### src/rtl/bbox_scan_ctrl.sv
// Raster-scans two pixel RAMs through a shared read address and compares each returned pixel pair.
// It accumulates the bounding box of the changed pixels and reports it with a start/done handshake.
module bbox_scan_ctrl #(
   parameter int WIDTH   = 100,
   parameter int HEIGHT  = 100,
   parameter int ADDR_W  = 15,
   parameter int COORD_W = 11,
   parameter int RD_LAT  = 1
) (
   input  logic               clk,
   input  logic               rst_n,
   input  logic               start,
   input  logic               abort,
   input  logic [7:0]         thresh,
   output logic               busy,
   output logic               done,
   output logic               found,
   output logic               rd_en,
   output logic [ADDR_W-1:0]  rd_addr,
   input  logic [23:0]        bg_rdata,
   input  logic [23:0]        ob_rdata,
   output logic [COORD_W-1:0] x_min,
   output logic [COORD_W-1:0] x_max,
   output logic [COORD_W-1:0] y_min,
   output logic [COORD_W-1:0] y_max
);
   localparam int N  = WIDTH * HEIGHT;
   localparam int XW = $clog2(WIDTH);
   localparam int YW = $clog2(HEIGHT);
   localparam int DW = $clog2(RD_LAT + 1);
   localparam logic [ADDR_W-1:0] LAST_ADDR  = ADDR_W'(N - 1);
   localparam logic [XW-1:0]     X_LAST     = XW'(WIDTH - 1);
   localparam logic [YW-1:0]     Y_LAST     = YW'(HEIGHT - 1);
   localparam logic [DW-1:0]     DRAIN_LAST = DW'(RD_LAT);

   typedef enum logic [1:0] {IDLE, SCAN, DRAIN, DONE} state_t;

   state_t                   state, stateNxt;
   logic [ADDR_W-1:0]        addr;
   logic [XW-1:0]            xCnt;
   logic [YW-1:0]            yCnt;
   logic [DW-1:0]            drainCnt;
   logic [RD_LAT:1]          vldPipe;
   logic [RD_LAT:1][XW-1:0]  xPipe;
   logic [RD_LAT:1][YW-1:0]  yPipe;
   logic [XW-1:0]            xmn, xmx;
   logic [YW-1:0]            ymn, ymx;
   logic                     hit;
   logic                     changed;
   logic                     lastRd;

   function automatic logic [7:0] absDiff(input logic [7:0] a, input logic [7:0] b);
      return (a > b) ? (a - b) : (b - a);
   endfunction

   always_comb begin
      changed = 1'b0;
      for (int c = 0; c < 3; c++)
         if (absDiff(bg_rdata[8*c +: 8], ob_rdata[8*c +: 8]) > thresh) changed = 1'b1;
   end

   assign lastRd  = (addr == LAST_ADDR);
   assign busy    = (state != IDLE);
   assign rd_en   = (state == SCAN);
   assign done    = (state == DONE);
   assign rd_addr = addr;

   always_ff @(posedge clk or negedge rst_n)
      if (!rst_n) state <= IDLE;
      else        state <= stateNxt;

   always_comb begin
      stateNxt = state;
      case (state)
         IDLE:    if (start && !abort) stateNxt = SCAN;
         SCAN:    if (abort) stateNxt = IDLE;
                  else if (lastRd) stateNxt = DRAIN;
         DRAIN:   if (abort) stateNxt = IDLE;
                  else if (drainCnt == DRAIN_LAST) stateNxt = DONE;
         DONE:    stateNxt = IDLE;
         default: stateNxt = IDLE;
      endcase
   end

   always_ff @(posedge clk or negedge rst_n) begin
      if (!rst_n) begin
         addr     <= '0;
         xCnt     <= '0;
         yCnt     <= '0;
         drainCnt <= '0;
         vldPipe  <= '0;
         xPipe    <= '0;
         yPipe    <= '0;
         xmn      <= '0;
         xmx      <= '0;
         ymn      <= '0;
         ymx      <= '0;
         hit      <= 1'b0;
         found    <= 1'b0;
         x_min    <= '0;
         x_max    <= '0;
         y_min    <= '0;
         y_max    <= '0;
      end else begin
         // Counters only advance while staying in SCAN, so they park at 0 otherwise.
         if (state == SCAN && stateNxt == SCAN) begin
            addr <= addr + 1'b1;
            if (xCnt == X_LAST) begin
               xCnt <= '0;
               yCnt <= yCnt + 1'b1;
            end else begin
               xCnt <= xCnt + 1'b1;
            end
         end else begin
            addr <= '0;
            xCnt <= '0;
            yCnt <= '0;
         end

         drainCnt <= (state == DRAIN) ? drainCnt + 1'b1 : '0;

         // Coordinates ride alongside the read so they line up with the returned data.
         vldPipe[1] <= rd_en && !abort;
         xPipe[1]   <= xCnt;
         yPipe[1]   <= yCnt;
         for (int i = 2; i <= RD_LAT; i++) begin
            vldPipe[i] <= vldPipe[i-1] && !abort;
            xPipe[i]   <= xPipe[i-1];
            yPipe[i]   <= yPipe[i-1];
         end

         if (state == IDLE && stateNxt == SCAN) begin
            xmn <= X_LAST;
            xmx <= '0;
            ymn <= Y_LAST;
            ymx <= '0;
            hit <= 1'b0;
         end else if (vldPipe[RD_LAT] && changed) begin
            hit <= 1'b1;
            if (xPipe[RD_LAT] < xmn) xmn <= xPipe[RD_LAT];
            if (xPipe[RD_LAT] > xmx) xmx <= xPipe[RD_LAT];
            if (yPipe[RD_LAT] < ymn) ymn <= yPipe[RD_LAT];
            if (yPipe[RD_LAT] > ymx) ymx <= yPipe[RD_LAT];
         end

         if (state == DRAIN && stateNxt == DONE) begin
            found <= hit;
            x_min <= hit ? COORD_W'(xmn) : '0;
            x_max <= hit ? COORD_W'(xmx) : '0;
            y_min <= hit ? COORD_W'(ymn) : '0;
            y_max <= hit ? COORD_W'(ymx) : '0;
         end
      end
   end
endmodule
### config.mk
export PLATFORM = sky130hd
export DESIGN_NAME = bbox_scan_ctrl
export DESIGN_NICKNAME = d
export VERILOG_FILES = /design/src/rtl/bbox_scan_ctrl.sv
export SDC_FILE = /design/constraint.sdc
export NUM_CORES = 1
export LEC_CHECK = 0
export ABC_AREA = 1
export CORE_ASPECT_RATIO = 0.5
export CORE_MARGIN = 5
export CORE_UTILIZATION = 29
export CTS_BUF_LIST = sky130_fd_sc_hd__clkbuf_2 sky130_fd_sc_hd__clkbuf_4 sky130_fd_sc_hd__clkbuf_8
export DETAILED_ROUTE_END_ITERATION = 8
export GPL_TIMING_DRIVEN = 0
export PLACE_DENSITY = 0.51
export SLEW_MARGIN = 20
export SYNTH_ARGS = -nofsm -noshare
export SYNTH_HDL_FRONTEND = slang
export SYNTH_SLANG_ARGS = --single-unit
### constraint.sdc
create_clock -name clk -period 4.6 [get_ports clk]
set_input_delay 0.92 -clock clk [delete_from_list [all_inputs] [get_ports clk]]
set_output_delay 0.92 -clock clk [all_outputs]
set_load 0.05 [all_outputs]
After elaboration in Yosys (flattened, before gate mapping)
Index checks and enable logic that the tools add are counted.
{"block": "totals", "register_bits": 121, "latchBits": 0, "mem_bits_rw": 0, "mem_bits_ro": 0, "in_bits": 60, "output_inout_bits": 63, "wordCells": 100, "memories": 0}
{"block": "op_classes", "n_addsub": 10, "mul": 0, "n_div": 0, "order_cmp": 10, "n_eq_ne": 8, "shift": 0, "muxes": 36, "n_bitwise": 0, "n_reduce_logical": 18}
{"op": "7-bit two-way mux", "count": 20}
{"op": "8-bit greater-than comparator", "count": 6}
{"op": "8-bit subtractor", "count": 6}
{"op": "8-bit two-way mux", "count": 3}
{"op": "15-bit by 1-bit adder with 15-bit output (second input constant)", "count": 1}
{"op": "15-bit by 14-bit equality test with 1-bit output (second input constant)", "count": 1}
{"op": "15-bit two-way mux", "count": 1}
{"op": "7-bit by 1-bit adder with 7-bit output (second input constant)", "count": 2}
{"op": "7-bit greater-than comparator", "count": 2}
{"op": "7-bit less-than comparator", "count": 2}
{"op": "2-bit nonzero test", "count": 6}
{"op": "2-bit two-way mux", "count": 5}
{"op": "2-bit case mux with 4 select lines", "count": 1}
{"op": "2-bit AND reduction", "count": 4}
{"op": "7-bit equality test (second input constant)", "count": 1}
{"op": "2-bit equality test (second input constant)", "count": 3}
{"op": "1-bit logical AND", "count": 6}
{"op": "1-bit two-way mux", "count": 6}
{"op": "2-bit by 1-bit equality test with 1-bit output (second input constant)", "count": 2}
{"op": "2-bit logical NOT", "count": 1}
{"op": "2-bit by 1-bit inequality test with 1-bit output (second input constant)", "count": 1}
{"op": "1-bit adder (second input constant)", "count": 1}
{"op": "1-bit logical NOT", "count": 1}

Depth between registers and ports, before layout
Gate-level depths: netlist of run 1.
{"block": "logic_depth", "depth_word": 9, "ltp_mapped": 26, "depth_no_buf": 26}

Worst setup path after synthesis of run 1
OpenSTA, ideal clock, no wires.
{"block": "synth_path", "path_kind": "input -> register", "startpoint": "input bg_rdata[8]", "endpoint": "register xmn[2]", "arrival_time_ns": 3.507, "required_ns": 4.482, "path_slack_ns": 0.975, "cell_stages": 25, "path_buffers": 0, "path_cell_list": "inv_1 > ha_1 > inv_1 > fa_1 > inv_1 > o21ai_1 > a21oi_1 > o21ai_1 > nand2_1 > o21ai_0 > o21ai_1 > inv_1 > ha_1 > nand2_1 > inv_2 > nand2_1 > nand2_1 > nand2_1 > nand2_1 > nand2_1 > nand3_1 > nand3_1 > inv_1 > nand2_1 > nand2_1"}
{"block": "synth_between", "elab_chain_len": 8, "word_cells_on_any_way": 10}
{"item": "start, declared", "line": "20", "rtl": "input logic [23:0] bg_rdata,"}
{"item": "8-bit subtractor / 8-bit greater-than comparator (equally long branches)", "line": "53", "rtl": "return (a > b) ? (a - b) : (b - a);"}
{"item": "8-bit two-way mux *", "line": "53"}
{"item": "8-bit greater-than comparator *", "line": "59", "rtl": "if (absDiff(bg_rdata[8*c +: 8], ob_rdata[8*c +: 8]) > thresh) changed = 1'b1;"}
{"item": "1-bit two-way mux * (2 in series)", "line": "59"}
{"item": "1-bit logical AND *", "line": "138", "rtl": "end else if (vldPipe[RD_LAT] && changed) begin"}
{"item": "2-bit nonzero test (no line) *"}
{"item": "2-bit AND reduction (no line) *"}
{"item": "end signal, assigned", "line": "140", "rtl": "if (xPipe[RD_LAT] < xmn) xmn <= xPipe[RD_LAT];"}
{"item": "end, declared", "line": "46", "rtl": "logic [XW-1:0] xmn, xmx;"}
Mark *: on every way between the ends. The rest lies on a longest branch, timed or not.
A chain may end at the register's enable or synchronous reset.

Worst setup path in the final report of run 1
{"block": "layout_path", "startpoint": "input bg_rdata[11]", "endpoint": "register ymn[4]"}
{"block": "layout_between", "elab_chain_len": 8, "word_cells_on_any_way": 10}
{"item": "8-bit subtractor / 8-bit greater-than comparator (equally long branches)", "line": "53"}
{"item": "8-bit two-way mux *", "line": "53"}
{"item": "8-bit greater-than comparator *", "line": "59"}
{"item": "1-bit two-way mux * (2 in series)", "line": "59"}
{"item": "1-bit logical AND *", "line": "138"}
{"item": "2-bit nonzero test (no line) *"}
{"item": "2-bit AND reduction (no line) *"}
{"item": "end signal, assigned", "line": "142", "rtl": "if (yPipe[RD_LAT] < ymn) ymn <= yPipe[RD_LAT];"}
{"item": "end, declared", "line": "47", "rtl": "logic [YW-1:0] ymn, ymx;"}
Marks and branches as above.

==> metrics, run 1 <==
status=complete, no violations; routed wire length=19470 um; Post-synth top cells=nand2_1, inv_1, dfrtp_1, ha_1, a21oi_1; critical path cell sequence=clkdlybuf4s50_1 > inv_1 > ha_1 > buf_2 > a21oi_1 > o21ai_1 > a21oi_1 > o21ai_1 > nand2_1 > inv_2 > nand2_1 > nand2_1 > inv_1 > ha_1 > a21oi_1 > nor2_1 > nor2_1 > nand2_1 > nand2_1 > nand3_2 > nand3_2 > inv_1 > nand2_1 > nand2_1; Starting Density=29.19%; chip height=127.6 um; register area share after synthesis=32.74%; vias in the first global route=6965; slew of the pin with the lowest slew margin=0.5633 ns; Arr. time, crit path=4.54 ns; asr flop ratio synth=100.0%; total power=2772 uW; fin worst setup slack=0.3536 ns; Routability Congestion=0.8601; Initial DRT Pass Iterations=5; kind of critical path=in -> reg; Post-Layout Inst Area=9878 sq um; per-cell routed wire length=12.28 um; Cell variety after synth=35; clock sinks=105; clk_skew=0.01834 ns; initial antenna violation count=0; ys flop type=dfrtp_1; CP most frequent cell=nand2_1; site row count=43; Crit Path Max Fanout=9; top cell type's share of synthesized area=32.74%; worst endpoint required time=4.89 ns; vias=6967; multi-input logic area=4407 sq um; Post-synth EDFFs=0; crit start category=input port; Final Max Tran Viols=0; mean post-synth cell area=7.528 sq um; dpl cells=1570; TritonCTS buffer count=9; Max stage delay on crit path=0.48 ns; met2 Resource Use GR=22.62%; First DRT Iteration DRCs=210; Fillers=2880; share of post-route cells with drive strength above 1=7.060%; gr usage total=12.52%; hold_buf cts=0; power per cell area=280.6 nW/um^2; die area=31300 sq um; clk_lat worst skew=0.40 ns; Syn Std Cell Area=8025 sq um; total grt overflow=0; unrepaired setup endpoints after global routing=yes; die width=245.3 um; Top Usage Layer GRT=met2; mean number of vias per cell=4.393; setup bufs post-CTS=0; top cells by area, synth=dfrtp_1, ha_1, nand2_1; clock slew at reported path FFs=0.11 ns; Tightest Hold Check Type=reg -> reg; Period Utilization, post-route=92.31%; Placed Area=9649 sq um; cell taking the most area after synthesis=dfrtp_1; met1 global-route usage=15.77%; DRT antenna net count=0; core footprint=27490 sq um; Critical Path End Type=flop; Post-CTS Resized=0; maximum VDD drop=0.1436 mV; Final Hold Vio Count=0; min Tclk post-route=4.246 ns; Root Driver=clkbuf_8; Min Hold Slack=0.4149 ns; Rel. slew slack=62.45%; post-DP HPWL=15890 um; pre-CTS WS=-0.3350 ns; DRC errors left=0; # port buffers=106; CTS tree=done; Mapped Cells=1066; Synth warnings=0; nets@finish=1363; # setup viols final=0; global-route wire length before repair=32840 um; f_max=0.2355 GHz; slowest stage cell, crit path=clkdlybuf4s50_1; H-Tree Depth=3; MaxCap Viol Count=0; number of antenna diodes=0; clock buffer depth=2; register bit total from synthesis=105; Bufs and invs on worst path=6; most frequent cell after synthesis=nand2_1; met3 usage=1.798%; largest net degree at the start of global routing=69; Ports=123; register area=2628 sq um; Leak Pwr=0.005223 uW; Layout Cells excl Fill=1586; family with the most delay on the worst path=simple AND/OR/NAND/NOR gates; Area Growth Syn to Fin=23.09%
[cells by family (layout without fill, tap and decap cells)]
family          Yosys count  count (layout)  share of synthesized area, %
buf+inv                 263             386                         13.55
simple gates            399             399                         22.09
compound gates          158             158                         10.87
xor+xnor                 36              36                         3.929
other cells               1              16                       0.04673
fa+ha+maj               104             104                         16.78
flops                   105             105                         32.74
[path summary, 6_finish.rpt]
check / startpoint / to / cells after the start / slack, ns
max: bg_rdata[11] / ymn[4]$_DFFE_PN0P_ / 24 / 0.35
min: xCnt[6]$_DFF_PN0_ / xPipe[6]$_DFF_PN0_ / 0 / 0.41
max reg2reg: state[0]$_DFF_PN0_ / y_min[1]$_DFFE_PN0P_ / 4 / 2.69
min reg2reg: xCnt[6]$_DFF_PN0_ / xPipe[6]$_DFF_PN0_ / 0 / 0.41
max in group asynchronous: rst_n / xCnt[6]$_DFF_PN0_ / 2 / 3.53
min in group asynchronous: rst_n / state[0]$_DFF_PN0_ / 1 / 0.43
[layout make-up]
| cell class | count | area share [%] |
|---|---|---|
| well taps | 382 | 4.839 |
| flip-flops and latches | 105 | 26.60 |
| repair buffers | 107 | 11.03 |
| clock inverters | 7 | 0.6586 |
| inverters | 228 | 8.664 |
| multi-input cells | 713 | 44.61 |
| plain buffers | 35 | 2.343 |
| clock buffers | 9 | 1.254 |
[state kept, by name (all words and copies together), names as in the netlist, 2 cells and up]
signal	count
rd_addr	15
x_min	7
xCnt	7
ymn	7
state	2
xmn	7
yPipe	7
yCnt	7
x_max	7
y_max	7
y_min	7
ymx	7
xmx	7
xPipe	7
[per-layer routing]
metal | part of all wire, % | up-vias | routed length, um
met4 | 1.7 | 0 | 325
met2 | 50 | 117 | 9745
li1 | - | 3611 | -
met3 | 3.1 | 24 | 603
met1 | 45 | 3215 | 8797
met5 | 0 | - | 0
[through the flow]
step / setup TNS (ns) / util [%]
floorplan: 0 / -
global placement: -168.90 / 34.99
detailed placement: -7.031 / 35.10
CTS: 0 / 35.78
global route: -0.3028 / 35.93
finish: 0 / 35.93
[report_power, final]
part	total, uW	internal (uW)	switching [uW]
Clock	569	208	361
Sequential	1060	996	63.8
Combinational	1140	422	721
[worst reg2reg max path, cell delays in order (launching register included)]
cell	delay, ns
dfrtp_1	0.47
nor4_4	0.55
nand2_1	0.28
clkbuf_1	0.34
o22ai_1	0.19
[placed cells by master, fill, tap and decap left out, types with 16 or more instances in the layout]
| master | netlist | layout |
|---|---|---|
| a21oi_1 | 72 | 72 |
| conb_1 | 1 | 16 |
| buf_4 | 19 | 19 |
| o21ai_0 | 35 | 35 |
| xor2_1 | 30 | 30 |
| dfrtp_1 | 105 | 105 |
| ha_1 | 98 | 98 |
| inv_1 | 217 | 217 |
| nand3_1 | 58 | 53 |
| nor2_1 | 60 | 60 |
| clkdlybuf4s50_1 | 0 | 105 |
| nand2_1 | 228 | 228 |
| o22ai_1 | 24 | 24 |
Note: power is estimated with default switching activity, not from simulation.
==> run 2, diff against run 1 <==
- ABC_AREA: 1 -> 0
- PLACE_DENSITY: 0.51 -> 0.53
- clock period: 4.6 -> 3.4 ns (I/O delays scaled with it)
==> run 2 against run 1 <==
The run now ends with setup timing left. Register-to-register slack lost 1.7 ns. Critical path type unchanged. Critical endpoint is now xmn[5]$_DFFE_PN0P_. Critical path depth decreased by 3. Area after synthesis fell by 6.1%.
==> metrics, run 2 <==
Synth warnings=0 (unchanged); Initial DRT Pass Iterations=4 (-1); post-DP HPWL=15250 um (-4.0%); Routability Congestion=0.8715 (+1.3%); site row count=41 (-4.7%); register area=2628 sq um (unchanged); power per cell area=323.8 nW/um^2 (+15%); clock slew at reported path FFs=0.10 ns (about the same); DRT antenna net count=0 (unchanged); cell taking the most area after synthesis=dfrtp_1; mean number of vias per cell=4.747 (+8.1%); f_max=0.2516 GHz; commonest non-fill, non-tap cell in the layout=dfrtp_1; Starting Density=29.66% (+0.47 points); MaxCap Viol Count=0 (unchanged); initial antenna violation count=0 (unchanged); # port buffers=106 (unchanged); largest family of logic cells by synthesized area=adder cells; Fillers=2477 (-14%); Crit Path Max Fanout=6 (-3); Rel. slew slack=38.03% (-24 points); slowest stage cell, crit path=o32a_1; clk_lat worst skew=0.38 ns (-0.02 ns); maximum VDD drop=0.2381 mV (+66%); commonest non-fill, non-tap cells in the layout=dfrtp_1, ha_1, buf_4, nand2_1, inv_1; XOR/XNOR share of the synthesized area=4.651% (+0.72 points); Tightest Hold Check Type=in -> async; final core utilization=41.17% (+5.2 points); Largest register FFs=15 (unchanged); nets@finish=1180 (-13%); share of post-route cells with drive strength above 1=27.91% (+21 points); slew of the pin with the lowest slew margin=0.9255 ns (+0.3622 ns); largest net degree at the start of global routing=59 (-14%); vias=6479 (-7.0%); die area=29490 sq um (-5.8%); Leak Pwr=0.004634 uW (-11%); status=complete, but fails checks; ys flop type=dfrtp_1; Post-synth EDFFs=0 (unchanged); final setup TNS=-15.46 ns (-15.46 ns); post-synthesis adder-cell area fraction=17.87% (+1.1 points); Post-synth top cells=dfrtp_1, ha_1, inv_1, nand2_1, a21oi_1; Critical Path End Type=flop; TritonCTS buffer count=9 (unchanged); total grt overflow=0 (unchanged); First DRT Iteration DRCs=162 (-23%); fin worst setup slack=-0.5738 ns (-0.9274 ns); Compound-Gate Fraction of Synth Area=17.54% (+6.7 points); top cell type's share of synthesized area=34.88% (+2.1 points); # setup viols final=29 (+29); Syn Std Cell Area=7532 sq um (-6.1%); vias in the first global route=6770 (-2.8%); Ports=123 (unchanged); die width=237.9 um (-3.0%); multi-input logic area=4951 sq um (+12%); Cell variety after synth=58 (+66%); clock sinks=105 (unchanged); most frequent cell after synthesis=dfrtp_1; failing checks=setup timing; crit start category=input port; gr usage total=13.67% (+1.2 points); post-synthesis simple-gate area fraction=13.24% (-8.9 points); core footprint=25390 sq um (-7.6%); asr flop ratio synth=100.0% (unchanged); Area Growth Syn to Fin=38.80%; Bufs and invs on worst path=8 (+2); family with the most delay on the worst path=compound AO/OA/AOI/OAI gates; register area share after synthesis=34.88% (+2.1 points); number of antenna diodes=0 (unchanged); unrepaired setup endpoints after global routing=yes; Period Utilization, post-route=116.9%; global-route wire length before repair=33100 um (+0.80%); worst endpoint required time=3.62 ns (-1.27 ns); hold_buf cts=0 (unchanged); Final Max Tran Viols=0 (unchanged); clk_skew=0.01714 ns (-0.001204 ns); Mapped Cells=824 (-23%); chip height=124.0 um (-2.9%); CTS tree=done; DRC errors left=0 (unchanged); min Tclk post-route=3.974 ns; per-cell routed wire length=14.96 um (+22%); mux cell area share after synthesis=3.272% (+3.3 points); top cells by area, synth=dfrtp_1, ha_1, inv_1; kind of critical path=in -> reg; Max stage delay on crit path=0.38 ns (-0.10 ns); CP most frequent cell=buf_6; Final Hold Vio Count=0 (unchanged); clock buffer depth=2 (unchanged); critical path cell sequence=clkdlybuf4s15_2 > ha_4 > clkbuf_8 > nand4_1 > o22a_2 > buf_6 > buf_6 > buf_4 > a21oi_1 > a21oi_1 > xnor2_1 > ha_1 > nand4_1 > a21oi_2 > o32a_1 > buf_4 > o31a_1 > buf_6 > buf_12 > nand3_2 > o211ai_1; pre-CTS WS=-1.471 ns (-1.136 ns); register bit total from synthesis=105 (unchanged); Root Driver=clkbuf_8; Arr. time, crit path=4.19 ns (-0.35 ns); H-Tree Depth=3 (unchanged); routed wire length=20430 um (+4.9%); mean post-synth cell area=9.141 sq um (+21%)
==> run 2: path summary, 6_finish.rpt <==
| kind | depth (start not counted) | from | endpoint | slack (ns) |
|---|---|---|---|---|
| worst max register to register | 9 | yPipe[1]$_DFF_PN0_ | ymx[6]$_DFFE_PN0P_ | 0.95 |
| min in group clk | 0 | yCnt[6]$_DFFE_PN0P_ | yPipe[6]$_DFF_PN0_ | 0.38 |
| worst min-delay path | 1 | rst_n | rd_addr[11]$_DFF_PN0_ | 0.22 |
| max in group asynchronous | 2 | rst_n | ymx[4]$_DFFE_PN0P_ | 2.54 |
| worst min register to register | 0 | yCnt[6]$_DFFE_PN0P_ | yPipe[6]$_DFF_PN0_ | 0.38 |
| worst max-delay path | 21 | ob_rdata[19] | xmn[5]$_DFFE_PN0P_ | -0.57 |
==> run 2: layout make-up <==
cell class / instances / area share (%)
inverter: 90 / 3.447
timing repair buffer: 167 / 14.19
tap: 344 / 4.117
buffer: 49 / 3.806
sequential: 105 / 25.13
clock buffer: 12 / 1.460
clock inverter: 4 / 0.4907
multi-input combinational: 594 / 47.36
==> run 2: cell families (layout without fill, tap and decap cells) <==
logic type	count (synthesis)	in the layout
and+or+nand+nor	211	211
AOI/OAI and AO/OA	200	200
buffers and inverters	140	322
DFF	105	105
adders and majority gates	104	104
xor gates and xnor gates	40	40
muxes	23	23
other	1	16
==> run 2: through the flow <==
| step | total power [uW] | hold WS (ns) | cell area, sq um | instances |
|---|---|---|---|---|
| 6_report | 3386 | 0.2168 | 10460 | 1365 |
| 5_1_grt | 3609 | 0.2166 | 10460 | 1365 |
| 4_1_cts | 3340 | 0.2037 | 10210 | 1354 |
| 3_5_place_dp | 2360 | 0.3829 | 9305 | 1290 |
| 3_3_place_gp | 2333 | 0.3742 | 9271 | 1289 |
| 2_1_floorplan | 2054 | 0.3619 | 7780 | 839 |
==> run 2: report_power, final <==
part	internal (uW)	switching, uW	leakage, uW
combinational	586	679	0.00309
sequential	1290	26.4	0.00144
clock	379	429	0.000104
==> run 2: per-layer routing <==
layer | global-route usage, % | part of all wire, % | vias to the layer above
met5 | 0 | 0 | -
met4 | 3.422 | 1.6 | 0
met3 | 2.434 | 3.5 | 25
met2 | 25.25 | 51 | 99
met1 | 16.75 | 44 | 3130
li1 | - | - | 3225
==> run 2: what timing repair did <==
item / CTS / global route
pin swaps: 76 / 38
gates resized for setup: 218 / 80
cloned: 2 / 1
buffers inserted: 46 / 11
setup endpoints to repair: 29 / 29
